===== src/rtl/display_scanner.sv =====
// Time-multiplexed BCD digit scanner feeding a single 7-segment decoder; new digits commit only at frame boundaries.
// Optional leading-zero blanking is enabled by defining DISPLAY_SCANNER_LZB_EN.
module display_scanner #(
    parameter int NUM_DIGITS = 4,
    parameter int PRESCALE   = 50000
) (
    input  logic                    clock,
    input  logic                    reset,
    input  logic                    load,
    input  logic [4*NUM_DIGITS-1:0] digits_in,
    output logic [3:0]              digit,
    output logic [NUM_DIGITS-1:0]   anode,
    output logic                    frame_start
);

    localparam int IDX_W = (NUM_DIGITS > 1) ? $clog2(NUM_DIGITS) : 1;
    localparam int PS_W  = (PRESCALE > 1) ? $clog2(PRESCALE) : 1;
    localparam logic [IDX_W-1:0] LAST_IDX = IDX_W'(NUM_DIGITS - 1);
    localparam logic [PS_W-1:0]  LAST_PS  = PS_W'(PRESCALE - 1);

    logic [3:0]            pending_reg [NUM_DIGITS];
    logic                  pending_valid_reg;
    logic [3:0]            active_reg  [NUM_DIGITS];
    logic [3:0]            active_next [NUM_DIGITS];
    logic [PS_W-1:0]       prescaler_reg;
    logic [IDX_W-1:0]      index_reg;
    logic [IDX_W-1:0]      index_next;
    logic [3:0]            digit_reg;
    logic [3:0]            digit_next;
    logic [NUM_DIGITS-1:0] anode_reg;
    logic [NUM_DIGITS-1:0] anode_next;
    logic                  frame_start_reg;

    logic                  tick;
    logic                  wrap;
    logic                  commit;
    logic [NUM_DIGITS-1:0] slot_sel;
    logic [NUM_DIGITS-1:0] lz_blank;
    logic [3:0]            slot_val;
    logic                  slot_blank;
    logic                  show;

    assign tick       = (prescaler_reg == LAST_PS);
    assign wrap       = (index_reg == LAST_IDX);
    assign index_next = wrap ? '0 : index_reg + 1'b1;
    assign commit     = tick && wrap && pending_valid_reg;

    // Outputs on a tick are computed from the buffer as it will be after this edge,
    // so the first slot of a new frame already shows freshly committed data.
    generate
        for (genvar gi = 0; gi < NUM_DIGITS; gi++) begin : g_slot
            assign active_next[gi] = commit ? pending_reg[gi] : active_reg[gi];
            assign slot_sel[gi]    = (index_next == IDX_W'(gi));
        end
    endgenerate

`ifdef DISPLAY_SCANNER_LZB_EN
    logic [NUM_DIGITS-1:0] nonzero;

    generate
        for (genvar gi = 0; gi < NUM_DIGITS; gi++) begin : g_lzb
            assign nonzero[gi] = |active_next[gi];
            if (gi == 0) begin : g_units
                assign lz_blank[gi] = 1'b0;
            end else begin : g_upper
                assign lz_blank[gi] = ~|nonzero[NUM_DIGITS-1:gi];
            end
        end
    endgenerate
`else
    assign lz_blank = '0;
`endif

    always_comb begin
        slot_val   = 4'd0;
        slot_blank = 1'b0;
        for (int i = 0; i < NUM_DIGITS; i++) begin
            if (slot_sel[i]) begin
                slot_val   = active_next[i];
                slot_blank = lz_blank[i];
            end
        end
        // Non-BCD codes never reach the decoder; the slot goes dark instead.
        show       = (slot_val <= 4'd9) && !slot_blank;
        digit_next = show ? slot_val : 4'd0;
        anode_next = show ? ~slot_sel : '1;
    end

    always_ff @(posedge clock) begin
        if (reset) begin
            for (int i = 0; i < NUM_DIGITS; i++) begin
                pending_reg[i] <= 4'd0;
                active_reg[i]  <= 4'd0;
            end
            pending_valid_reg <= 1'b0;
            prescaler_reg     <= '0;
            index_reg         <= LAST_IDX;
            digit_reg         <= 4'd0;
            anode_reg         <= '1;
            frame_start_reg   <= 1'b0;
        end else begin
            prescaler_reg <= tick ? '0 : prescaler_reg + 1'b1;

            // A load on a commit edge survives: the old pending value commits, the new one waits.
            if (load) begin
                for (int i = 0; i < NUM_DIGITS; i++) begin
                    pending_reg[i] <= digits_in[4*i +: 4];
                end
                pending_valid_reg <= 1'b1;
            end else if (commit) begin
                pending_valid_reg <= 1'b0;
            end

            if (tick) begin
                for (int i = 0; i < NUM_DIGITS; i++) begin
                    active_reg[i] <= active_next[i];
                end
                index_reg       <= index_next;
                digit_reg       <= digit_next;
                anode_reg       <= anode_next;
                frame_start_reg <= wrap;
            end else begin
                frame_start_reg <= 1'b0;
            end
        end
    end

    assign digit       = digit_reg;
    assign anode       = anode_reg;
    assign frame_start = frame_start_reg;

endmodule

===== config.mk =====
export PLATFORM = sky130hd
export DESIGN_NAME = display_scanner
export DESIGN_NICKNAME = d
export VERILOG_FILES = /design/src/rtl/display_scanner.sv
export SDC_FILE = /design/constraint.sdc
export NUM_CORES = 1
export LEC_CHECK = 0
export ABC_AREA = 1
export BUFFER_PORTS_ARGS = -buffer_cell sky130_fd_sc_hd__buf_4
export CAP_MARGIN = 20
export CORE_ASPECT_RATIO = 1.2
export CORE_MARGIN = 2
export CORE_UTILIZATION = 53
export DETAILED_ROUTE_END_ITERATION = 6
export HOLD_SLACK_MARGIN = 0.12
export PLACE_DENSITY_LB_ADDON = 0.12
export RECOVER_POWER = 50
export SLEW_MARGIN = 20
export SYNTH_ARGS = -nofsm -noshare
export SYNTH_HDL_FRONTEND = slang
export SYNTH_SLANG_ARGS = --single-unit

===== constraint.sdc =====
create_clock -name clock -period 1.9 [get_ports clock]
set_input_delay 0.57 -clock clock [delete_from_list [all_inputs] [get_ports clock]]
set_output_delay 0.57 -clock clock [all_outputs]
set_load 0.02 [all_outputs]

* Word-level counts from Yosys, hierarchy flattened
Memories as Yosys holds them, arrays and structs flattened.
Index checks and enable logic that the tools add are counted.
W data, S select, Z words.
** Storage, ports and cells
- Flip-flop bits (word level) :: 28
- Memory bits (writable) :: 32
- Word-level logic and storage cells :: 61
- Memories kept :: 2
** Cells by class
- Add/subtract/negate cells :: 2
- $lt $le $gt $ge :: 1
- Equal/unequal tests :: 5
- Muxes and demuxes :: 29
- Bitwise gates (word level) :: 10
- Reduce and logical (&&, ||, !) cells :: 6
** Memory list
- active_reg :: words 4, width 4, read ports 4, clocked after Yosys merged registers in 0, write ports 4, RTL line 23 : logic [3:0] active_reg [NUM_DIGITS];
- pending_reg :: words 4, width 4, read ports 4, clocked after Yosys merged registers in 0, write ports 4, RTL line 21 : logic [3:0] pending_reg [NUM_DIGITS];
** Operators by type and width (count)
- $mux W4 :: 18
- $add A16 B1 Y16 const B :: 1
- $eq A16 B16 Y1 const B :: 1
- $mux W1 :: 10
- $or A1 B1 Y1 :: 8
- $eq A2 B2 Y1 const B :: 3
- $le A4 B4 Y1 const B :: 1
- $not A4 Y4 :: 1
- $reduce_or A2 Y1 :: 2
- $add A2 B1 Y2 const B :: 1
- $eq A2 B1 Y1 const B :: 1
- $logic_and A1 B1 Y1 :: 2
- $logic_not A2 Y1 :: 1
- $mux W2 :: 1
- $reduce_bool A2 Y1 :: 1
- $not A1 Y1 :: 1

* Depth between registers and ports, before layout
- Depth after elaboration :: 10
- Mapped depth :: 15
- Mapped depth without buffers :: 15

* Worst setup path before layout
Ideal clock, no wire load.
- Path type :: flip-flop to flip-flop
- From :: reg prescaler_reg[0]
- To :: mem active_reg[0][0] (enable)
- Setup time :: 0.350 ns
- Arrival :: 1.494 ns
- Path slack :: 0.056 ns
- Stages on the path, launching flop included :: 9
- Buffers on the path :: 1
- Cells stage by stage :: dfxtp_1 -> ha_1 -> nand3_2 -> clkinv_1 -> nand2_2 -> nor2_8 -> nor2_1 -> inv_1 -> buf_2
** RTL lines
- start: declaration :: RTL line 25 : logic [PS_W-1:0] prescaler_reg;
- start signal: assignment :: RTL line 102 : prescaler_reg <= tick ? '0 : prescaler_reg + 1'b1;
- end: declaration :: RTL line 23

* Final worst setup path
- From :: reg prescaler_reg[12]
- To :: reg anode_reg[0] (netlist: anode[0])
** On the way
- Longest elaborated chain between the ends :: 10
- Elaborated cells on any way between the ends :: 13
- Those cells by class :: order compare: 1; eq/ne: 1; mux: 9; reduce/logical: 2
** RTL lines
- $eq A16 B16 Y1 (*) :: RTL line 43 : assign tick = (prescaler_reg == LAST_PS);
- $logic_and A1 B1 Y1 (2 in series) :: RTL line 46 : assign commit = tick && wrap && pending_valid_reg;
- $mux W4 :: RTL line 52 : assign active_next[gi] = commit ? pending_reg[gi] : active_reg[gi];
- $mux W4 (4 in series) :: RTL line 78 : if (slot_sel[i]) begin
- $le A4 B4 Y1 :: RTL line 84 : show = (slot_val <= 4'd9) && !slot_blank;
- $mux W4 :: RTL line 86 : anode_next = show ? ~slot_sel : '1;
- end signal: assignment :: RTL line 120 : anode_reg <= anode_next;
- end: declaration :: RTL line 30 : logic [NUM_DIGITS-1:0] anode_reg;
Mark *: on every way between the ends. The rest lies on a longest branch, timed or not.
A chain may end at the register's enable or synchronous reset.

==> results_tabular.tex <==
\begin{tabular}{lr}
\hline
Metric & Value \\
\hline
\multicolumn{2}{l}{\textbf{Power and ir drop}} \\
\quad Power Dens Cells & 658 nW/um2 \\
\quad Share of power burned in the clock network & 0.398 \\
\quad Net switching power & 0.000593 W \\
\quad Sequential share of power & 0.547 \\
\quad Pint & 0.00202 W \\
\quad Net switching fraction of the power & 0.226 \\
\quad Combinational share of power & 0.055 \\
\quad Peak supply drop & 0.000502 V \\
\quad Leakage Power & 1.81 nW \\
\quad Total power after layout & 0.00262 W \\
\multicolumn{2}{l}{\textbf{Floorplan}} \\
\quad Effective utilization at floorplan & 0.555 \\
\quad Placeable Area & 5330 um2 \\
\quad Top Ports & 28 \\
\quad Width of the die & 72.2 um \\
\quad Die Y-Extent & 85.9 um \\
\quad Die area & 6200 um2 \\
\quad Total number of placement rows & 29 \\
\multicolumn{2}{l}{\textbf{CTS}} \\
\quad H-tree levels & 3 \\
\quad Clock tree from TritonCTS & built \\
\quad CTS clock-pin slew for the worst setup and hold paths & 0.06 ns \\
\quad Num CTS Buffers & 9 \\
\quad Maximum clock insertion buffer count & 2 \\
\quad Root Driver & sky130\_fd\_sc\_hd\_\_clkbuf\_8 \\
\quad Sinks on the clock net & 60 \\
\quad Clock network latency to the later pin of the worst-skew pair & 0.35 ns \\
\quad Count of hold-fix buffers inserted at cts & 0 \\
\multicolumn{2}{l}{\textbf{Route}} \\
\quad Routed Wire Length & 6670 um \\
\quad Drc violations & 0 \\
\quad Routed via count & 2583 \\
\quad DRC violation total after the first TritonRoute iteration & 119 \\
\quad Routed wire length per instance & 13.0 um \\
\quad Number of detailed-routing iterations run before antenna repair & 4 \\
\quad Per-cell via count in the routed design & 5.05 \\
\quad Number of routed nets with antenna violations & 0 \\
\multicolumn{2}{l}{\textbf{Global route}} \\
\quad Antenna violations before repair & 0 \\
\quad First-pass GRT wire length & 11100 um \\
\quad All-Layer GR Usage & 0.235 \\
\quad Maximum number of pins on one net before global-route repair & 29 \\
\quad Total overflow reported by the global router & 0 \\
\quad Via count of the first global-routing pass & 2462 \\
\multicolumn{2}{l}{\textbf{Synth}} \\
\quad Post-Syn Area & 2960 um2 \\
\quad Warning count from the yosys run & 0 \\
\quad Synthesized netlist cell count & 364 \\
\quad Count of flip-flops with a built-in enable after synthesis & 32 \\
\quad Part of the Yosys area used for sequential elements & 0.514 \\
\quad Most common flop cell mapped by yosys & sky130\_fd\_sc\_hd\_\_edfxtp\_1 \\
\quad Yosys top cell area share & 0.325 \\
\quad Top post-synthesis cells by area & sky130\_fd\_sc\_hd\_\_edfxtp\_1 32\%, sky130\_fd\_sc\_hd\_\_dfxtp\_1 19\%, sky130\_fd\_sc\_hd\_\_nor2\_1 9.3\%, sky130\_fd\_sc\_hd\_\_nand2\_1 7.6\%, sky130\_fd\_sc\_hd\_\_inv\_1 7.1\% \\
\quad Mean post-synth cell area & 8.13 um2 \\
\quad Most numerous cell in the Yosys netlist & sky130\_fd\_sc\_hd\_\_nor2\_1 \\
\quad Synth cell count leaders & 73 x sky130\_fd\_sc\_hd\_\_nor2\_1, 60 x sky130\_fd\_sc\_hd\_\_nand2\_1, 56 x sky130\_fd\_sc\_hd\_\_inv\_1 \\
\quad Library cells used by synthesis & 31 \\
\quad Net count after synthesis & 389 \\
\quad Share of synthesized flip-flops with an asynchronous set or reset & 0 \\
\quad Synth Register Bits & 60 \\
\quad Synth area leader & sky130\_fd\_sc\_hd\_\_edfxtp\_1 \\
\multicolumn{2}{l}{\textbf{Worst setup path}} \\
\quad Required arrival time at the worst endpoint & 2.13 ns \\
\quad Startpoint types & register \\
\quad Type of element capturing the critical path & register \\
\quad Worst r2r path cells & 13 \\
\quad Arrival time at the worst endpoint & 2.09 ns \\
\quad CP Cell Sequence & buf\_6, inv\_4, nand2\_2, nor2\_2, nand2\_2, nor2\_8, nand4\_1, nand2\_2, a21oi\_2, a21oi\_2, nand2\_2, nand2\_4, a21oi\_2 \\
\quad Critical Setup Path Class & register to register \\
\quad Critical path's slowest cell & sky130\_fd\_sc\_hd\_\_dfxtp\_2 \\
\quad Delay of the slowest cell on the worst path & 0.34 ns \\
\quad Maximum net fanout on the critical path & 8 \\
\quad Most frequent cell on the critical path & sky130\_fd\_sc\_hd\_\_nand2\_2 \\
\multicolumn{2}{l}{\textbf{Finish}} \\
\quad Number of antenna cells inserted & 0 \\
\quad Filler-free cell count of the finished design & 511 \\
\quad FF+latch area & 1540 um2 \\
\quad Layout Utilization & 0.746 \\
\quad Number of nets in the layout & 469 \\
\quad Relative area change from synthesis to final layout & 34.4\% \\
\quad Number of fillers in the final layout & 402 \\
\quad Area of the multi-input gates & 1360 um2 \\
\quad Fraction of layout cells with a size suffix above 1 & 0.347 \\
\quad Final instance area & 3980 um2 \\
\multicolumn{2}{l}{\textbf{Placed design}} \\
\quad Count of buffers from port buffering & 27 \\
\quad Final Wtd Congestion & 0.862 \\
\quad Post-detail-place hpwl & 4730 um \\
\quad Number of placed instances with taps included & 487 \\
\quad Standard cell area after detailed placement & 3530 um2 \\
\multicolumn{2}{l}{\textbf{Min path}} \\
\quad Depth of the worst hold-timing path & 2 \\
\quad Worst Hold Class & register to register \\
\multicolumn{2}{l}{\textbf{Timing}} \\
\quad Setup violations, final & 0 \\
\quad Number of hold violations in the final report & 0 \\
\quad Post-route fraction of the period consumed by the critical path & 0.980 \\
\quad Final max-slew violation count & 0 \\
\quad Clk\_skew & 0.00775 ns \\
\quad Max Freq & 0.537 GHz \\
\quad Minimum period implied by the final worst setup slack & 1.86 ns \\
\quad Slew Limit Headroom & 0.325 \\
\quad Worst slew pin tran & 1.01 ns \\
\quad Min Hold Slack & 0.457 ns \\
\quad Unrepaired setup endpoints after global routing & true \\
\multicolumn{2}{l}{\textbf{Status}} \\
\quad Status & finished, final reports clean \\
\multicolumn{2}{l}{\textbf{Job}} \\
\quad Count of maximum capacitance violations & 0 \\
\hline
\end{tabular}
## layout by cell type (no fill, tap or decap), types with 11 or more instances in the layout
cell | synthesis | final
sky130_fd_sc_hd__nand2_2 | 5 | 11
sky130_fd_sc_hd__edfxtp_1 | 32 | 32
sky130_fd_sc_hd__buf_4 | 0 | 72
sky130_fd_sc_hd__a21oi_1 | 16 | 15
sky130_fd_sc_hd__nand3_1 | 22 | 16
sky130_fd_sc_hd__inv_1 | 56 | 53
sky130_fd_sc_hd__nand4_1 | 11 | 11
sky130_fd_sc_hd__nor2_1 | 73 | 64
sky130_fd_sc_hd__nand2_1 | 60 | 53
sky130_fd_sc_hd__dfxtp_1 | 28 | 16
## critical path, delay by kind of cell (launching register included)
kind | cells | cell delay, ns
buffers and inverters | 2 | 0.18
flip-flops | 1 | 0.34
AND/OR/NAND/NOR | 8 | 0.88
AO/OA/AOI/OAI | 3 | 0.33
## cells by family after synthesis
kind of cell,count (synthesis),synth area share
AOI/OAI and AO/OA,33,0.0634
buffers and inverters,68,0.0901
xor gates and xnor gates,3,0.00888
adders and majority gates,6,0.0254
DFF,60,0.514
and+or+nand+nor,194,0.298
## per-stage QoR
stage | setup slack, ns | TNS, ns
after global routing | -0.125 | -0.796
after CTS | -0.0118 | -0.0118
after floorplan | 0.0556 | 0
final | 0.0380 | 0
after detailed placement | -0.118 | -0.699
after global placement | -0.0495 | -0.123
## path summary, 6_finish.rpt
path | slack, ns | end | startpoint
setup / recovery | 0.04 | anode[0] | prescaler_reg[12]
hold / removal | 0.46 | digit[3] | digit[3]
setup reg to reg | 0.04 | anode[0] | prescaler_reg[12]
hold reg to reg | 0.46 | digit[3] | digit[3]
## power by group through the flow
| stage | combinational, W | sequential [W] | clock [W] |
|---|---|---|---|
| 6_report | 0.000144 | 0.00143 | 0.00104 |
| 2_1_floorplan | 0.0000704 | 0.00145 | 0 |
| 4_1_cts | 0.000140 | 0.00143 | 0.00106 |
| 3_5_place_dp | 0.000136 | 0.00145 | 0 |
| 3_3_place_gp | 0.000132 | 0.00145 | 0 |
| 5_1_grt | 0.000162 | 0.00143 | 0.00113 |
## area by class of cell
class / instances / share of cell area
Clock inverter: 2 / 0.00252
Inverter: 60 / 0.0579
Clock buffer: 14 / 0.0412
Sequential cell: 60 / 0.388
Tap cell: 62 / 0.0195
Multi-Input combinational cell: 236 / 0.341
Timing Repair Buffer: 77 / 0.150
## metal layers
metal,part of all wire,GRT usage
met1,0.42,0.274
met2,0.51,0.393
met3,0.047,0.0752
met4,0.023,0.106
met5,0,0
## what timing repair did
item	CTS	global route
pin swaps	6	26
resized for setup	13	58
setup buffers	2	7
setup endpoints to repair	10	12
Power figures use the tool's default switching activity.
